--- src/rtl/shift_seq_pkg.sv ---
// Shared types and constants for the multi-cycle shift sequencer.
package shift_seq_pkg;

    localparam int unsigned WIDTH = 8;
    localparam int unsigned AMT_W = 3;

    typedef enum logic [1:0] {IDLE, SHIFT, DONE} seq_state_t;

    localparam logic DIR_LEFT     = 1'b0;
    localparam logic DIR_RIGHT    = 1'b1;
    localparam logic SEL_LOAD     = 1'b0;
    localparam logic SEL_FEEDBACK = 1'b1;

endpackage

--- src/rtl/shift_sequencer_if.sv ---
// Request/response bundle between the decode/control unit and the shift sequencer.
interface shift_sequencer_if #(
    parameter int unsigned WIDTH = 8,
    parameter int unsigned AMT_W = 3
);
    logic             start;
    logic [WIDTH-1:0] operand;
    logic [AMT_W-1:0] amount;
    logic             dir;
    logic             arith;
    logic             shift_sel;
    logic             busy;
    logic             done;
    logic [WIDTH-1:0] result;
    logic             carry_out;

    modport master (
        output start, operand, amount, dir, arith,
        input  shift_sel, busy, done, result, carry_out
    );

    modport slave (
        input  start, operand, amount, dir, arith,
        output shift_sel, busy, done, result, carry_out
    );
endinterface

--- src/rtl/shift_step.sv ---
// Combinational single-bit shifter used for each SHIFT cycle.
module shift_step
    import shift_seq_pkg::*;
#(
    parameter int unsigned W = WIDTH
) (
    input  logic [W-1:0] value,
    input  logic         dir,
    input  logic         arith,
    output logic [W-1:0] next_value_c,
    output logic         bit_out_c
);

    logic fill;

    // Sign fill only applies to right shifts; left shifts always bring in zero.
    always_comb begin
        fill = arith & value[W-1];
        if (dir == DIR_RIGHT) begin
            next_value_c = {fill, value[W-1:1]};
            bit_out_c    = value[0];
        end else begin
            next_value_c = {value[W-2:0], 1'b0};
            bit_out_c    = value[W-1];
        end
    end

endmodule

--- src/rtl/shift_sequencer.sv ---
// Multi-cycle shift-by-N controller: one bit per cycle on a working register, Moore outputs.
module shift_sequencer
    import shift_seq_pkg::*;
(
    input  logic              clk,
    input  logic              reset,
    shift_sequencer_if.slave  bus
);

    seq_state_t       state_q, state_d;
    logic [AMT_W-1:0] count_q, count_d;
    logic             dir_q, dir_d;
    logic             arith_q, arith_d;
    logic [WIDTH-1:0] result_q, result_d;
    logic             carry_q, carry_d;
    logic             done_q, done_d;
    logic             busy_q, busy_d;
    logic             sel_q, sel_d;

    logic [WIDTH-1:0] step_value;
    logic             step_bit;

    shift_step #(.W(WIDTH)) u_step (
        .value        (result_q),
        .dir          (dir_q),
        .arith        (arith_q),
        .next_value_c (step_value),
        .bit_out_c    (step_bit)
    );

    // Next-state and register updates; status outputs are registered from the next state.
    always_comb begin
        state_d  = state_q;
        count_d  = count_q;
        dir_d    = dir_q;
        arith_d  = arith_q;
        result_d = result_q;
        carry_d  = carry_q;

        case (state_q)
            IDLE, DONE: begin
                if (bus.start) begin
                    result_d = bus.operand;
                    count_d  = bus.amount;
                    dir_d    = bus.dir;
                    arith_d  = bus.arith;
                    carry_d  = 1'b0;
                    state_d  = (bus.amount != '0) ? SHIFT : DONE;
                end else begin
                    state_d = IDLE;
                end
            end
            SHIFT: begin
                result_d = step_value;
                carry_d  = step_bit;
                count_d  = AMT_W'(count_q - AMT_W'(1));
                if (count_q == AMT_W'(1)) begin
                    state_d = DONE;
                end
            end
            default: state_d = IDLE;
        endcase

        done_d = (state_d == DONE);
        busy_d = (state_d == SHIFT);
        sel_d  = (state_d == SHIFT) ? SEL_FEEDBACK : SEL_LOAD;
    end

    always_ff @(posedge clk) begin
        if (reset) begin
            state_q  <= IDLE;
            count_q  <= '0;
            dir_q    <= DIR_LEFT;
            arith_q  <= 1'b0;
            result_q <= '0;
            carry_q  <= 1'b0;
            done_q   <= 1'b0;
            busy_q   <= 1'b0;
            sel_q    <= SEL_LOAD;
        end else begin
            state_q  <= state_d;
            count_q  <= count_d;
            dir_q    <= dir_d;
            arith_q  <= arith_d;
            result_q <= result_d;
            carry_q  <= carry_d;
            done_q   <= done_d;
            busy_q   <= busy_d;
            sel_q    <= sel_d;
        end
    end

    assign bus.result    = result_q;
    assign bus.carry_out = carry_q;
    assign bus.done      = done_q;
    assign bus.busy      = busy_q;
    assign bus.shift_sel = sel_q;

endmodule

--- src/flat_wrapper.sv ---
// flat-port wrapper written by rule: the top's interface ports become plain ports
module shift_sequencer_flat import shift_seq_pkg::*;
  (clk, reset, bus_start, bus_operand, bus_amount, bus_dir, bus_arith, bus_shift_sel, bus_busy, bus_done, bus_result, bus_carry_out);
  shift_sequencer_if #(.WIDTH(8), .AMT_W(3)) bus_i ();
  input  logic clk;
  input  logic reset;
  input wire logic [$bits(bus_i.start)-1:0] bus_start;
  input wire logic [$bits(bus_i.operand)-1:0] bus_operand;
  input wire logic [$bits(bus_i.amount)-1:0] bus_amount;
  input wire logic [$bits(bus_i.dir)-1:0] bus_dir;
  input wire logic [$bits(bus_i.arith)-1:0] bus_arith;
  output wire logic [$bits(bus_i.shift_sel)-1:0] bus_shift_sel;
  output wire logic [$bits(bus_i.busy)-1:0] bus_busy;
  output wire logic [$bits(bus_i.done)-1:0] bus_done;
  output wire logic [$bits(bus_i.result)-1:0] bus_result;
  output wire logic [$bits(bus_i.carry_out)-1:0] bus_carry_out;
  assign bus_i.start = bus_start;
  assign bus_i.operand = bus_operand;
  assign bus_i.amount = bus_amount;
  assign bus_i.dir = bus_dir;
  assign bus_i.arith = bus_arith;
  assign bus_shift_sel = bus_i.shift_sel;
  assign bus_busy = bus_i.busy;
  assign bus_done = bus_i.done;
  assign bus_result = bus_i.result;
  assign bus_carry_out = bus_i.carry_out;
  shift_sequencer u_core (.clk(clk), .reset(reset), .bus(bus_i));
endmodule
--- config.mk ---
export PLATFORM = sky130hd
export DESIGN_NAME = shift_sequencer_flat
export DESIGN_NICKNAME = d
export VERILOG_FILES = /design/src/rtl/shift_seq_pkg.sv /design/src/rtl/shift_sequencer_if.sv /design/src/rtl/shift_step.sv /design/src/rtl/shift_sequencer.sv /design/src/flat_wrapper.sv
export SDC_FILE = /design/constraint.sdc
export NUM_CORES = 1
export LEC_CHECK = 0
export BUFFER_PORTS_ARGS = -buffer_cell sky130_fd_sc_hd__buf_2
export CORE_MARGIN = 2
export CORE_UTILIZATION = 44
export DETAILED_ROUTE_END_ITERATION = 8
export HOLD_SLACK_MARGIN = 0.02
export PLACE_DENSITY = 0.73
export SETUP_SLACK_MARGIN = 0.5
export SYNTH_ARGS = -nofsm -noshare
export SYNTH_HDL_FRONTEND = slang
export SYNTH_SLANG_ARGS = --single-unit
export TNS_END_PERCENT = 100
--- constraint.sdc ---
create_clock -name clk -period 1.15 [get_ports clk]
set_input_delay 0.23 -clock clk [delete_from_list [all_inputs] [get_ports clk]]
set_output_delay 0.23 -clock clk [all_outputs]
set_load 0.02 [all_outputs]
==> results of run 1 <==
synth_stat cells (all sizes together):
cell / n
dfxtp: 18
nand2: 15
a21oi: 11
buf: 8
nor2b: 8
a211oi: 6
a311oi: 6
inv: 4
nand3: 4
mux2i: 3
nand2b: 3
a32oi: 2
ha: 2
a221oi: 1
a22oi: 1
a2bb2oi: 1
clkbuf: 1
mux2: 1
nor2: 1
o21ai: 1
o2bb2ai: 1
o31ai: 1
or3: 1
or4: 1
state kept, by name, summed over array words and instances (netlist names):
signal / cells
u_core.state_q: 2
u_core.count_q: 3
u_core.bus.result: 8
u_core.bus.busy: 1
u_core.arith_q: 1
u_core.bus.carry_out: 1
u_core.dir_q: 1
u_core.bus.done: 1
cell families (layout without fill, tap and decap cells):
family / count (synthesis) / after routing
multiplexers: 4 / 4
AO/OA/AOI/OAI: 31 / 31
adder cells (fa/ha/maj): 2 / 2
buffers and inverters: 13 / 55
flip-flops: 18 / 18
AND/OR/NAND/NOR: 33 / 33
critical path, stage by stage, from the launching register on:
cell,delay [ps]
dfxtp_4,380
nand2b_4,140
or4_4,440
a21oi_2,140
per-stage QoR:
| step | cell area (um^2) | worst slack, ps | util | instances | hold WS, ps |
|---|---|---|---|---|---|
| after detailed placement | 1140 | 11.7 | 0.588 | 153 | 452 |
| after CTS | 1360 | 16.4 | 0.698 | 170 | 152 |
| after global routing | 1430 | -51.4 | 0.735 | 170 | 150 |
| after global placement | 1140 | 24.9 | 0.588 | 153 | 444 |
| after floorplan | 997 | 102 | - | 101 | 356 |
| final | 1430 | -6.61 | 0.735 | 170 | 148 |
layer usage:
layer  GRT usage  vias to the layer above  part of all wire
met5           0                        -                 0
met4      0.0714                        0             0.011
met3      0.0368                        3             0.035
met2       0.349                       21              0.50
met1       0.266                      438              0.45
li1            -                      450                 -
power by group:
group / internal [uW] / switching, uW / total [uW]
sequential: 692 / 58.0 / 750
clock: 194 / 222 / 415
combinational: 315 / 286 / 600
total: 1200 / 565 / 1770
worst paths after layout:
kind / start / to
worst max-delay path: u_core.state_q[0] / u_core.bus.done
worst min-delay path: bus_arith / u_core.arith_q
worst max register to register: u_core.state_q[0] / u_core.bus.done
worst min register to register: u_core.arith_q / u_core.arith_q
what timing repair did:
item / 4_1_cts / 5_1_grt
cloned: 0 / 0
pin swaps: 3 / 4
buffers inserted: 13 / 0
setup endpoints to repair: 30 / 30
resized for setup: 27 / 17
hold buffers: 0 / 0
final cells by class:
class / count / area (um^2) / share of cell area
multi-input cells: 70 / 576 / 0.403
flip-flops and latches: 18 / 394 / 0.276
inverters: 4 / 15.0 / 0.0105
repair buffers: 47 / 373 / 0.261
clock buffers: 4 / 36.3 / 0.0254
well taps: 27 / 33.8 / 0.0237
==> results by group, run 1 <==
Yosys
  • Synth warn: 0
  • Yosys reg bits: 18
  • Synth top area cells: dfxtp_1 (40%), nand2_1 (6.3%), a21oi_1 (6.2%)
  • Syn Nets: 119
  • Adder-Cell Fraction of Synth Area: 0.0280
  • Synth Instances: ~100
  • Sequential-to-total area share from yosys stat: 0.403
  • XOR/XNOR share of the synthesized area: 0
  • Complex-gate fraction of the synthesized area: 0.263
  • Mux cell area share after synthesis: 0.0462
  • Area share of and/or/nand/nor cells after synthesis: 0.182
  • Post-synthesis cell area: 893 um^2
  • Largest family of logic cells by synthesized area: compound AO/OA/AOI/OAI gates
  • Post-synthesis area per instance: 8.85 um^2
  • Area share of the largest cell type after synthesis: 0.403
  • Yosys cell types: 26
  • Cell taking the most area after synthesis: dfxtp_1

Job
  • Maxcap violations: 0

Power and ir drop
  • Peak VDD IR: 1.02 mV
  • Leak: 0.000585 uW
  • Cell area power density: roughly 1200 nW/um^2
  • Tot Pwr: 1770 uW

Floorplanning
  • Initial core utilization: 0.460
  • I/O pins: 28
  • Width of the chip: 49.1 um
  • Area of the core: 1940 um^2
  • Die H: 49.1 um
  • DIE AREA: 2410 um^2
  • Core Rows: 16

Placed design
  • Global placement routability congestion: 0.820
  • Detailed placement HPWL: between 1000 and 1500 um
  • Port Buffers: 27

Worst setup path
  • Worst reg2reg setup slack: -7 ps
  • CP max FO: 4
  • Crit path DAT: 1400 ps
  • WP data required: between 1000 and 1500 ps
  • Worst R2R Path Depth: 3
  • CP Launch Type: flop
  • CP endpoint kind: flop
  • Crit Path Class: flop to flop

Layout
  • Most frequent cells in the layout: buf_2 (16), buf_6 (16), buf_4 (15)
  • Fillers: 143
  • Final #Nets: 162
  • N_diodes: 0
  • Layout cells sized above 1: 0.650
  • P&R area growth vs syn: 59.8%

Drt
  • Routed WL per cell: 14.6 um
  • # DRC: 0
  • Detailed router's first-iteration violation count: 17
  • DR pass1 iterations: 5
  • Vias per inst: ~5.4
  • Total Wirelength: 2480 um
  • Routed via count: 912
  • DRT antenna net count: 0

Clock tree
  • H-tree levels: 1
  • # clock sinks: 18
  • Deepest clock path buffer count: 2
  • Inserted Clock Buffers: 3
  • Worst skew pair latency: 320 ps
  • CTS tree: built
  • CTS root buf: clkbuf_4
  • CTS clock-pin slew for the worst setup and hold paths: roughly 120 ps

Worst hold path
  • Worst hold-check path type: input pin to flop
  • Hold path depth: 3

Timing
  • Slew Viols, Final: 0
  • Worst setup margin: -6.61 ps
  • Setup TNS: -8.02 ps
  • Least-Margin Pin Slew: 427 ps
  • RSZ-0062 raised after global routing: true
  • Setup-failing EPs final: 2
  • Crit path time final: roughly 1200 ps
  • Fin. Hold Viols: 0
  • Worst slew margin: 0.715
  • Peak Freq: 0.865 GHz
  • Period utilization: 1.01
  • Clk_skew: 15.6 ps

GRT
  • GRT Util Overall: 0.208
  • Largest net degree at the start of global routing: 20
  • Initial antenna violation count: 0
  • Remaining global-route overflow: 0
  • Vias in the first global route: between 800 and 900
  • First-pass GRT wire length: 3840 um

Outcome
  • Status: complete, but fails checks
  • Failing checks: negative setup slack
Note: power is estimated with default switching activity, not from simulation.
==> run 2: changes to the inputs <==
Settings changed: BUFFER_PORTS_ARGS -buffer_cell sky130_fd_sc_hd__buf_2 to not set, CORE_UTILIZATION 44 to 45, DONT_BUFFER_PORTS set to 1, PLACE_DENSITY 0.73 to 0.62.
==> results by group, run 2 (synthesis gave the netlist of run 1 again) <==
Outcome
  • Status: complete, but fails checks
  • Failing checks: negative hold slack, negative setup slack

GRT
  • Initial antenna violation count: 0
  • Vias in the first global route: 830
  • Largest net degree at the start of global routing: 20
  • GRT Util Overall: 0.204
  • First-pass GRT wire length: 3750 um
  • Remaining global-route overflow: 0

Power and ir drop
  • Cell Int Power: 1090 uW
  • Sw Share: 0.305
  • Peak VDD IR: slightly above 0.8 mV
  • Combinational fraction of design power: 0.249
  • Part of the power in registers: 0.506
  • Switch Pwr: roughly 480 uW
  • Clk network pwr share: 0.244
  • Leak: 0.000426 uW
  • Cell area power density: 1320 nW/um^2

Timing
  • Worst setup margin: -3.77 ps
  • Worst slew margin: 0.870
  • Clk_skew: roughly 2.2 ps
  • Crit path time final: 1150 ps
  • Slew Viols, Final: 0
  • Least-Margin Pin Slew: 190 ps
  • Hold_ws: -14.3 ps
  • Setup TNS: -3.77 ps
  • Fin. Hold Viols: 16
  • Peak Freq: just under 0.9 GHz
  • Setup-failing EPs final: 1
  • Period utilization: 1.00
  • RSZ-0062 raised after global routing: true

Clock tree
  • Worst skew pair latency: between 200 and 300 ps
  • Inserted Clock Buffers: 3
  • CTS clock-pin slew for the worst setup and hold paths: roughly 100 ps
  • Deepest clock path buffer count: 2
  • CTS tree: built
  • # clock sinks: 18
  • H-tree levels: 1
  • CTS root buf: clkbuf_4

Floorplanning
  • Die H: about 50 um
  • Core Rows: 16
  • Width of the chip: 48.6 um
  • Area of the core: between 1500 and 2000 um^2
  • I/O pins: 28
  • DIE AREA: 2360 um^2
  • Initial core utilization: 0.465

Layout
  • Fillers: between 150 and 200
  • Final #Nets: 130
  • N_diodes: 0
  • Design Area, Final: 1190 um^2
  • Fin util: 0.618
  • Most frequent cells in the layout: nand2_1 (13), buf_4 (10), dfxtp_4 (10)
  • P&R area growth vs syn: 32.9%
  • Max reg flops: 8
  • Commonest non-fill, non-tap cell in the layout: nand2_1
  • Layout cells sized above 1: 0.541

Worst setup path
  • CP Launch Type: flop
  • Crit Path Class: flop to flop
  • CP endpoint kind: flop
  • CP max-delay cell: or4_4
  • Crit path DAT: 1380 ps
  • WP data required: between 1000 and 1500 ps
  • CP max FO: 4
  • CP max stage delay: 440 ps
  • Cell Chain, Critical Path: nand2b_4, or4_4, a21oi_2

Placed design
  • Placed cell area: approximately 1000 um^2
  • Global placement routability congestion: 0.689
  • Detailed placement HPWL: 1470 um
  • Port Buffers: 0
  • Pre-CTS setup slack: 6.73 ps

Drt
  • # DRC: 0
  • Detailed router's first-iteration violation count: 3
  • Total Wirelength: approximately 2200 um
  • Routed via count: 780
  • Routed WL per cell: 15.7 um
  • Vias per inst: between 5 and 6
  • DR pass1 iterations: 2
  • DRT antenna net count: 0

Worst hold path
  • Worst hold-check path type: input pin to flop

Job
  • Maxcap violations: 0
==> run 2: cell count changes in the layout (fill, tap and decap cells not counted), sizes merged <==
cell / change
buf: -32
==> run 2: final timing paths <==
kind / from / end / cells past startpoint / slack (ps)
worst min-delay path: reset / u_core.count_q[1] / 1 / -10
worst min register to register: u_core.arith_q / u_core.arith_q / 2 / 470
worst max register to register: u_core.state_q[0] / u_core.bus.done / 3 / -4
worst max-delay path: u_core.state_q[0] / u_core.bus.done / 3 / -4
==> run 2: per-stage QoR <==
stage	std cells	power (uW)
6_report	138	1570
5_1_grt	138	1670
4_1_cts	136	1570
3_5_place_dp	129	1150
3_3_place_gp	129	1130
2_1_floorplan	101	1090
==> run 2: worst max-delay path, delay by kind of cell (launching register included) <==
kind,cells,cell delay (ps)
AO/OA/AOI/OAI,1,170
AND/OR/NAND/NOR,2,580
flip-flops,1,350
==> run 2: final cells by class <==
cell class | count | area, um^2 | share of cell area
multi-input cells | 70 | 568 | 0.478
clock buffers | 4 | 36.3 | 0.0306
flip-flops and latches | 18 | 403 | 0.339
inverters | 4 | 15.0 | 0.0126
well taps | 27 | 33.8 | 0.0285
repair buffers | 15 | 131 | 0.111
==> run 2: power by group through the flow <==
stage	logic, uW	registers (uW)	clock network, uW
2_1_floorplan	287	799	0
3_3_place_gp	320	815	0
3_5_place_dp	327	819	0
4_1_cts	369	800	404
5_1_grt	432	807	436
6_report	392	796	384
==> run 2: metal layers <==
metal	vias up	GRT usage	wire length [um]
met5	-	0	0
met2	14	0.363	1150
met4	0	0.0571	8
li1	386	-	-
met1	378	0.237	897
met3	2	0.0586	108
==> run 2: what timing repair did <==
action,CTS,global route
buffers inserted,3,2
pin swaps,1,1
gates resized for setup,15,11
setup endpoints to repair,30,30
cloned,0,0
endpoints found under the hold margin,17,18
